--- src/rtl/qp_mem_arb_if.sv ---
// Requester-side bus of the query-patch SRAM arbiter: one instance per master.
// The requester drives req/we/addr/wdata and receives gnt plus the read return.
interface qp_mem_arb_if #(
  parameter int ADDRW = 9,
  parameter int PW    = 55
);
  logic             req;
  logic             we;
  logic [ADDRW-1:0] addr;
  logic [PW-1:0]    wdata;
  logic             gnt;
  logic             rvalid;
  logic [PW-1:0]    rdata;

  modport master (
    output req, we, addr, wdata,
    input  gnt, rvalid, rdata
  );

  modport slave (
    input  req, we, addr, wdata,
    output gnt, rvalid, rdata
  );
endinterface

--- src/rtl/qp_mem_arb.sv ---
// Two-requester arbiter for the single-port query-patch SRAM.
// The accelerator (acc) and the Wishbone controller (wbs) share the macro
// with bounded-burst round-robin. Grants and SRAM pins are combinational.
// Read data is steered back only to the requester that issued the read.
// In debug mode only the Wishbone side can be granted.
module qp_mem_arb #(
  parameter int DATA_WIDTH = 11,
  parameter int PATCH_SIZE = 5,
  parameter int NUM_QUERYS = 494,
  parameter int ADDRW      = $clog2(NUM_QUERYS),
  parameter int MAX_BURST  = 4,
  localparam int PW        = PATCH_SIZE * DATA_WIDTH
) (
  input  logic             wb_clk_i,
  input  logic             wb_rst_i,
  input  logic             wbs_debug,
  qp_mem_arb_if.slave      acc,
  qp_mem_arb_if.slave      wbs,
  output logic             mem_csb0,
  output logic             mem_web0,
  output logic [ADDRW-1:0] mem_addr0,
  output logic [PW-1:0]    mem_wpatch0,
  input  logic [PW-1:0]    mem_rpatch0
);

  localparam int            CW      = $clog2(MAX_BURST + 1);
  localparam logic [CW-1:0] MAX_CNT = CW'(MAX_BURST);
  localparam logic          OWN_ACC = 1'b0;
  localparam logic          OWN_WBS = 1'b1;

  // Burst / ownership state
  logic          owner_q, owner_d;
  logic          last_owner_q, last_owner_d;
  logic [CW-1:0] burst_cnt_q, burst_cnt_d;

  // Read return pipeline
  logic          rd_pend_q, rd_pend_d;
  logic          rd_own_q, rd_own_d;
  logic          acc_rvalid_q, acc_rvalid_d;
  logic          wbs_rvalid_q, wbs_rvalid_d;
  logic [PW-1:0] acc_rdata_q, acc_rdata_d;
  logic [PW-1:0] wbs_rdata_q, wbs_rdata_d;

  // Arbitration results
  logic             acc_win_s;
  logic             wbs_win_s;
  logic             tie_wbs_s;
  logic             any_gnt_s;
  logic             win_id_s;
  logic             win_we_s;
  logic [ADDRW-1:0] win_addr_s;
  logic [PW-1:0]    win_wdata_s;

  // Pick at most one winner this cycle.
  always_comb begin
    acc_win_s = 1'b0;
    wbs_win_s = 1'b0;
    tie_wbs_s = 1'b0;
    if (wbs_debug) begin
      // Debug lock: acc never wins, wbs wins whenever it asks.
      wbs_win_s = wbs.req;
    end else if (acc.req && wbs.req) begin
      if (burst_cnt_q == {CW{1'b0}}) begin
        // No burst in progress: alternate away from the last winner.
        tie_wbs_s = (last_owner_q == OWN_ACC);
      end else if (burst_cnt_q < MAX_CNT) begin
        // Owner may continue its burst.
        tie_wbs_s = (owner_q == OWN_WBS);
      end else begin
        // Burst exhausted: hand over to the waiting requester.
        tie_wbs_s = (owner_q == OWN_ACC);
      end
      wbs_win_s = tie_wbs_s;
      acc_win_s = ~tie_wbs_s;
    end else begin
      acc_win_s = acc.req;
      wbs_win_s = wbs.req;
    end
  end

  assign any_gnt_s = acc_win_s | wbs_win_s;
  assign acc.gnt   = acc_win_s;
  assign wbs.gnt   = wbs_win_s;

  // Multiplex the winner onto the SRAM pins; idle pins are parked.
  always_comb begin
    win_id_s    = OWN_ACC;
    win_we_s    = 1'b0;
    win_addr_s  = {ADDRW{1'b0}};
    win_wdata_s = {PW{1'b0}};
    if (wbs_win_s) begin
      win_id_s    = OWN_WBS;
      win_we_s    = wbs.we;
      win_addr_s  = wbs.addr;
      win_wdata_s = wbs.wdata;
    end else if (acc_win_s) begin
      win_id_s    = OWN_ACC;
      win_we_s    = acc.we;
      win_addr_s  = acc.addr;
      win_wdata_s = acc.wdata;
    end else begin
      win_id_s    = OWN_ACC;
      win_we_s    = 1'b0;
      win_addr_s  = {ADDRW{1'b0}};
      win_wdata_s = {PW{1'b0}};
    end
    mem_csb0    = ~any_gnt_s;
    mem_web0    = any_gnt_s ? ~win_we_s : 1'b1;
    mem_addr0   = win_addr_s;
    mem_wpatch0 = win_wdata_s;
  end

  // Next burst/ownership state and read-return pipeline.
  always_comb begin
    owner_d      = owner_q;
    last_owner_d = last_owner_q;
    burst_cnt_d  = burst_cnt_q;
    if (any_gnt_s) begin
      last_owner_d = win_id_s;
      if (win_id_s == owner_q) begin
        if (burst_cnt_q < MAX_CNT) begin
          burst_cnt_d = burst_cnt_q + {{(CW-1){1'b0}}, 1'b1};
        end else begin
          burst_cnt_d = burst_cnt_q;
        end
      end else begin
        owner_d     = win_id_s;
        burst_cnt_d = {{(CW-1){1'b0}}, 1'b1};
      end
    end else begin
      // An idle cycle ends any burst; ownership is remembered.
      burst_cnt_d = {CW{1'b0}};
    end

    rd_pend_d = any_gnt_s & ~win_we_s;
    rd_own_d  = win_id_s;

    // SRAM output is valid the cycle after the read select; capture it
    // for the issuing requester only and pulse its rvalid alongside.
    acc_rvalid_d = rd_pend_q & (rd_own_q == OWN_ACC);
    wbs_rvalid_d = rd_pend_q & (rd_own_q == OWN_WBS);
    acc_rdata_d  = acc_rvalid_d ? mem_rpatch0 : acc_rdata_q;
    wbs_rdata_d  = wbs_rvalid_d ? mem_rpatch0 : wbs_rdata_q;
  end

  // State registers with synchronous reset; reset drops any pending read.
  always_ff @(posedge wb_clk_i) begin
    if (wb_rst_i) begin
      owner_q      <= OWN_ACC;
      last_owner_q <= OWN_WBS;
      burst_cnt_q  <= {CW{1'b0}};
      rd_pend_q    <= 1'b0;
      rd_own_q     <= OWN_ACC;
      acc_rvalid_q <= 1'b0;
      wbs_rvalid_q <= 1'b0;
      acc_rdata_q  <= {PW{1'b0}};
      wbs_rdata_q  <= {PW{1'b0}};
    end else begin
      owner_q      <= owner_d;
      last_owner_q <= last_owner_d;
      burst_cnt_q  <= burst_cnt_d;
      rd_pend_q    <= rd_pend_d;
      rd_own_q     <= rd_own_d;
      acc_rvalid_q <= acc_rvalid_d;
      wbs_rvalid_q <= wbs_rvalid_d;
      acc_rdata_q  <= acc_rdata_d;
      wbs_rdata_q  <= wbs_rdata_d;
    end
  end

  assign acc.rvalid = acc_rvalid_q;
  assign acc.rdata  = acc_rdata_q;
  assign wbs.rvalid = wbs_rvalid_q;
  assign wbs.rdata  = wbs_rdata_q;

endmodule

--- src/flat_wrapper.sv ---
// flat-port wrapper written by rule: the top's interface ports become plain ports
module qp_mem_arb_flat 
#(
  parameter int DATA_WIDTH = 11,
  parameter int PATCH_SIZE = 5,
  parameter int NUM_QUERYS = 494,
  parameter int ADDRW      = $clog2(NUM_QUERYS),
  parameter int MAX_BURST  = 4,
  localparam int PW        = PATCH_SIZE * DATA_WIDTH
)
  (wb_clk_i, wb_rst_i, wbs_debug, mem_csb0, mem_web0, mem_addr0, mem_wpatch0, mem_rpatch0, acc_req, acc_we, acc_addr, acc_wdata, acc_gnt, acc_rvalid, acc_rdata, wbs_req, wbs_we, wbs_addr, wbs_wdata, wbs_gnt, wbs_rvalid, wbs_rdata);
  qp_mem_arb_if #(.ADDRW(ADDRW), .PW(((11) * (5)))) acc_i ();
  qp_mem_arb_if #(.ADDRW(ADDRW), .PW(((11) * (5)))) wbs_i ();
  input  logic wb_clk_i;
  input  logic wb_rst_i;
  input  logic wbs_debug;
  output logic mem_csb0;
  output logic mem_web0;
  output logic [ADDRW-1:0] mem_addr0;
  output logic [PW-1:0] mem_wpatch0;
  input  logic [PW-1:0] mem_rpatch0;
  input wire logic [$bits(acc_i.req)-1:0] acc_req;
  input wire logic [$bits(acc_i.we)-1:0] acc_we;
  input wire logic [$bits(acc_i.addr)-1:0] acc_addr;
  input wire logic [$bits(acc_i.wdata)-1:0] acc_wdata;
  output wire logic [$bits(acc_i.gnt)-1:0] acc_gnt;
  output wire logic [$bits(acc_i.rvalid)-1:0] acc_rvalid;
  output wire logic [$bits(acc_i.rdata)-1:0] acc_rdata;
  input wire logic [$bits(wbs_i.req)-1:0] wbs_req;
  input wire logic [$bits(wbs_i.we)-1:0] wbs_we;
  input wire logic [$bits(wbs_i.addr)-1:0] wbs_addr;
  input wire logic [$bits(wbs_i.wdata)-1:0] wbs_wdata;
  output wire logic [$bits(wbs_i.gnt)-1:0] wbs_gnt;
  output wire logic [$bits(wbs_i.rvalid)-1:0] wbs_rvalid;
  output wire logic [$bits(wbs_i.rdata)-1:0] wbs_rdata;
  assign acc_i.req = acc_req;
  assign acc_i.we = acc_we;
  assign acc_i.addr = acc_addr;
  assign acc_i.wdata = acc_wdata;
  assign acc_gnt = acc_i.gnt;
  assign acc_rvalid = acc_i.rvalid;
  assign acc_rdata = acc_i.rdata;
  assign wbs_i.req = wbs_req;
  assign wbs_i.we = wbs_we;
  assign wbs_i.addr = wbs_addr;
  assign wbs_i.wdata = wbs_wdata;
  assign wbs_gnt = wbs_i.gnt;
  assign wbs_rvalid = wbs_i.rvalid;
  assign wbs_rdata = wbs_i.rdata;
  qp_mem_arb #(.DATA_WIDTH(DATA_WIDTH), .PATCH_SIZE(PATCH_SIZE), .NUM_QUERYS(NUM_QUERYS), .ADDRW(ADDRW), .MAX_BURST(MAX_BURST)) u_core (.wb_clk_i(wb_clk_i), .wb_rst_i(wb_rst_i), .wbs_debug(wbs_debug), .acc(acc_i), .wbs(wbs_i), .mem_csb0(mem_csb0), .mem_web0(mem_web0), .mem_addr0(mem_addr0), .mem_wpatch0(mem_wpatch0), .mem_rpatch0(mem_rpatch0));
endmodule
--- config.mk ---
export PLATFORM = sky130hd
export DESIGN_NAME = qp_mem_arb_flat
export DESIGN_NICKNAME = d
export VERILOG_FILES = /design/src/rtl/qp_mem_arb_if.sv /design/src/rtl/qp_mem_arb.sv /design/src/flat_wrapper.sv
export SDC_FILE = /design/constraint.sdc
export NUM_CORES = 1
export LEC_CHECK = 0
export ABC_CLOCK_PERIOD_IN_PS = 2100
export BUFFER_PORTS_ARGS = -buffer_cell sky130_fd_sc_hd__clkbuf_2
export CORE_AREA = 10 10 101 193
export CTS_CLUSTER_SIZE = 14
export DETAILED_ROUTE_END_ITERATION = 12
export DIE_AREA = 0 0 111 203
export GPL_TIMING_DRIVEN = 0
export MAX_ROUTING_LAYER = met4
export SLEW_MARGIN = 40
export SYNTH_ARGS = -nofsm -noshare
export SYNTH_HDL_FRONTEND = slang
export SYNTH_SLANG_ARGS = --single-unit
--- constraint.sdc ---
create_clock -name wb_clk_i -period 2.1 [get_ports wb_clk_i]
set_input_delay 0.21 -clock wb_clk_i [delete_from_list [all_inputs] [get_ports wb_clk_i]]
set_output_delay 0.21 -clock wb_clk_i [all_outputs]
set_load 0.005 [all_outputs]
==> summary.md <==
| Metric | Value |
|---|---|
| Detailed-router iteration count before antenna repair | `5` |
| Launch instance of the worst register-to-register path | `u_core.rd_pend_q` |
| Start point of the worst min-delay path | `mem_rpatch0[34]` |
| Met1 track demand over resource in global routing | `20.17%` |
| Combinational share of power | `16.1%` |
| Post-DP HPWL | `19650 um` |
| Final period demand of the worst path | `2.362 ns` |
| Maximum number of pins on one net before global-route repair | `17` |
| Register-to-register path setup slack | `0.38 ns` |
| Initial antenna violation count | `6` |
| Full die area | `0.02253 mm^2` |
| Setup violations, final | `66` |
| Cell Rows | `66` |
| Final period utilization | `112.5%` |
| Violated checks | `negative setup slack` |
| I/O pin count | `370` |
| Number of max-slew violations in the final report | `0` |
| Area delta synth->final | `62.22%` |
| Remaining antenna violation count | `0` |
| Endpoint class of the critical path | `primary output` |
| Fill cells | `1715` |
| Power spent charging and discharging nets | `1.493 mW` |
| IR Drop Worst-Case VDD | `0.0004109 V` |
| Die outline height | `203 um` |
| Pwr dens | `772.9 mW/mm^2` |
| Type of the setup path with the least slack | `flop to primary output` |
| Starting density of the core | `29.74%` |
| Worst min-delay path class | `primary input to flop` |
| Width of the chip | `111 um` |
| Total Nets Final | `1203` |
| Ratio of routed vias to standard cells | `4.754` |
| Number of buffers created by CTS | `17` |
| Number of cells produced by synthesis | `608` |
| Net switching share of the total power | `24.61%` |
| Post-layout power | `6.067 mW` |
| Clock latency on the worst-skew pair | `0.41 ns` |
| Yosys synthesis warning count | `0` |
| Sequential fraction of design power | `39.1%` |
| Total global-route track usage | `21.05%` |
| Timing-limited maximum frequency | `423.4 MHz` |
| Internal Dissipation | `4.573 mW` |
| Initial DRC count | `222` |
| Max Root-Sink Buffers | `2` |
| Worst-Margin Slew | `0.6319 ns` |
| Library cell used as clock root buffer | `sky130_fd_sc_hd__clkbuf_16` |
| Area of the core | `0.01627 mm^2` |
| Average detailed-routed wire length per instance | `19.55 um` |
| CP required | `1.89 ns` |
| Minimum setup slack in the final design | `-0.2619 ns` |
| Total nets after synthesis | `800` |
| H-Tree Depth | `4` |
| Met2 track demand over resource | `36.25%` |
| TritonCTS clock tree | `done` |
| Clock network power share | `44.8%` |
| Final clock skew | `0.008403 ns` |
| Clock edge transition at the registers on the reported setup and hold paths | `0.06 ns` |
| Vias | `5847` |
| Post-synthesis instance area | `0.004838 mm^2` |
| Wire length of the first global-routing pass | `35750 um` |
| Number of port buffers | `369` |
| Ratio of cells with drive above 1 in the final layout | `43.04%` |
| Number of DRC violations after detailed routing | `0` |
| Clock net sink count | `119` |
| Worst relative slew slack | `57.88%` |
| Max cap viols | `0` |
| Distinct cell type count after synthesis | `31` |
| Hold violation total from the final report | `0` |
| Weighted congestion at the end of routability-driven global placement | `0.8960` |
| Critical Path Start Type | `flop` |
| Reported leakage power | `3.713 nW` |
| Register bit count reported by yosys | `119` |
| Wire length reported by the detailed router | `24050 um` |
| Met3 capacity usage during global routing | `8.326%` |
| Maximum fanout encountered on the critical timing path | `6` |
| Startpoint of the worst setup timing path | `u_core.burst_cnt_q[0]` |
| Result of the run | `finished with violations` |
| Per-instance average area after synthesis | `7.958 um^2` |
| GRT Max-Usage Layer | `met2` |
| Sequential area share after synthesis | `49.24%` |
| Number of global-route vias before repair | `6144` |
| TNS Setup | `-12.86 ns` |
| Count of hold buffers inserted by post-cts repair | `0` |
| Global route overflow | `0` |
| Arrival time of the worst setup path | `2.15 ns` |
| Unrepaired setup endpoints after global routing | `yes` |
==> layer usage <==
metal,vias to the layer above,part of all wire [%]
li1,2881,-
met1,2629,36
met2,293,52
met3,44,8.7
met4,0,3.6
met5,-,0
==> layout make-up <==
class	instances	area, um^2	share of cell area, %
multi-input cells	434	2258	28.77
clock buffers	24	501.7	6.392
flip-flops and latches	119	2387	30.42
inverters	3	13.76	0.1754
plain buffers	51	280.3	3.571
clock inverters	4	45.04	0.5739
repair buffers	385	2092	26.65
diodes	6	15.01	0.1913
well taps	204	255.2	3.252
==> sequential cells by signal, indices dropped and copies added, names as in the netlist <==
register,count
u_core.rd_pend_q,1
u_core.burst_cnt_q,3
u_core.wbs.rdata,55
u_core.last_owner_q,1
u_core.acc.rdata,55
u_core.wbs.rvalid,1
u_core.owner_q,1
u_core.acc.rvalid,1
u_core.rd_own_q,1
==> cells in the mapped netlist (all sizes together) <==
library cell | number | area (um^2)
o221ai | 1 | 8.760
o31a | 1 | 8.760
a22oi | 1 | 7.510
a21oi | 112 | 564.3
o21bai | 1 | 7.510
inv | 3 | 11.26
a32oi | 1 | 8.760
a211oi | 1 | 7.510
a21boi | 1 | 7.510
xor2 | 1 | 8.760
mux2i | 1 | 10.01
buf | 20 | 126.4
a2bb2oi | 1 | 15.01
nor2b | 4 | 25.02
a22o | 65 | 569.3
dfxtp | 119 | 2382
o21ai | 2 | 13.76
nand2 | 223 | 837.1
or2 | 1 | 6.260
nand2b | 2 | 12.51
and2 | 1 | 6.260
ha | 2 | 25.02
clkbuf | 32 | 120.1
a21o | 1 | 7.510
nor2 | 11 | 41.29
==> critical path, stage by stage (launching register included) <==
cell,delay [ns]
sky130_fd_sc_hd__dfxtp_2,0.34
sky130_fd_sc_hd__inv_2,0.04
sky130_fd_sc_hd__ha_4,0.14
sky130_fd_sc_hd__a21o_1,0.21
sky130_fd_sc_hd__a2bb2oi_4,0.21
sky130_fd_sc_hd__o21ai_4,0.09
sky130_fd_sc_hd__inv_4,0.13
sky130_fd_sc_hd__buf_8,0.15
sky130_fd_sc_hd__buf_6,0.12
sky130_fd_sc_hd__a22o_1,0.17
sky130_fd_sc_hd__clkbuf_2,0.14
==> cells by family (layout without fill, tap and decap cells) <==
| kind of cell | count (synthesis) | in the layout | share of synthesized area, % |
|---|---|---|---|
| AOI/OAI and AO/OA | 188 | 188 | 25.34 |
| buffers and inverters | 55 | 467 | 5.327 |
| muxes | 1 | 1 | 0.2069 |
| xor gates and xnor gates | 1 | 1 | 0.1811 |
| and+or+nand+nor | 242 | 242 | 19.19 |
| DFF | 119 | 119 | 49.24 |
| adders and majority gates | 2 | 2 | 0.5171 |
| other | 0 | 6 | 0 |
==> power by group through the flow <==
stage	combinational, mW	clock (mW)	sequential (mW)
5_1_grt	1.07	2.85	2.38
4_1_cts	0.970	2.76	2.37
3_3_place_gp	0.875	0	2.42
6_report	0.976	2.72	2.37
2_1_floorplan	0.365	0	2.42
3_5_place_dp	0.879	0	2.42
==> path summary, 6_finish.rpt <==
check	to	cells past startpoint
max	mem_wpatch0[33]	10
max reg2reg	u_core.wbs.rdata[12]	5
min	u_core.wbs.rdata[34]	3
min reg2reg	u_core.wbs.rdata[1]	2
==> placed cells by master, fill, tap and decap left out, types with 2 or more instances in the layout <==
cell and count:
sky130_fd_sc_hd__clkbuf_2 363, sky130_fd_sc_hd__nand2_1 223, sky130_fd_sc_hd__dfxtp_1 115, sky130_fd_sc_hd__a21oi_1 111, sky130_fd_sc_hd__a22o_1 64, sky130_fd_sc_hd__clkbuf_1 34, sky130_fd_sc_hd__clkbuf_16 18, sky130_fd_sc_hd__buf_6 14
sky130_fd_sc_hd__nor2_1 11, sky130_fd_sc_hd__buf_4 8, sky130_fd_sc_hd__clkbuf_8 8, sky130_fd_sc_hd__diode_2 6, sky130_fd_sc_hd__buf_1 5, sky130_fd_sc_hd__dfxtp_2 4, sky130_fd_sc_hd__clkbuf_4 3, sky130_fd_sc_hd__nor2b_1 3
sky130_fd_sc_hd__buf_8 3, sky130_fd_sc_hd__clkinv_2 3, sky130_fd_sc_hd__nand2b_1 2, sky130_fd_sc_hd__inv_2 2, sky130_fd_sc_hd__buf_2 2, sky130_fd_sc_hd__buf_16 2
==> timing repair <==
action,4_1_cts,5_1_grt
endpoints found under the hold margin,0,0
endpoints found under the setup margin,67,67
cloned,5,1
setup buffers,9,1
pin swaps,48,2
resized for setup,38,10
==> metrics by stage <==
stage	hold slack [ns]	area (um^2)	utilization [%]	setup WS [ns]	std cells
2_1_floorplan	0.3460	4838	-	0.2857	608
3_3_place_gp	0.4414	6940	42.66	-0.1241	1181
3_5_place_dp	0.4454	6940	42.66	-0.1416	1181
4_1_cts	0.01582	7760	47.70	-0.3218	1222
5_1_grt	0.03059	7849	48.25	-0.3419	1230
6_report	0.03232	7849	48.25	-0.2619	1230
Power figures use the tool's default switching activity.
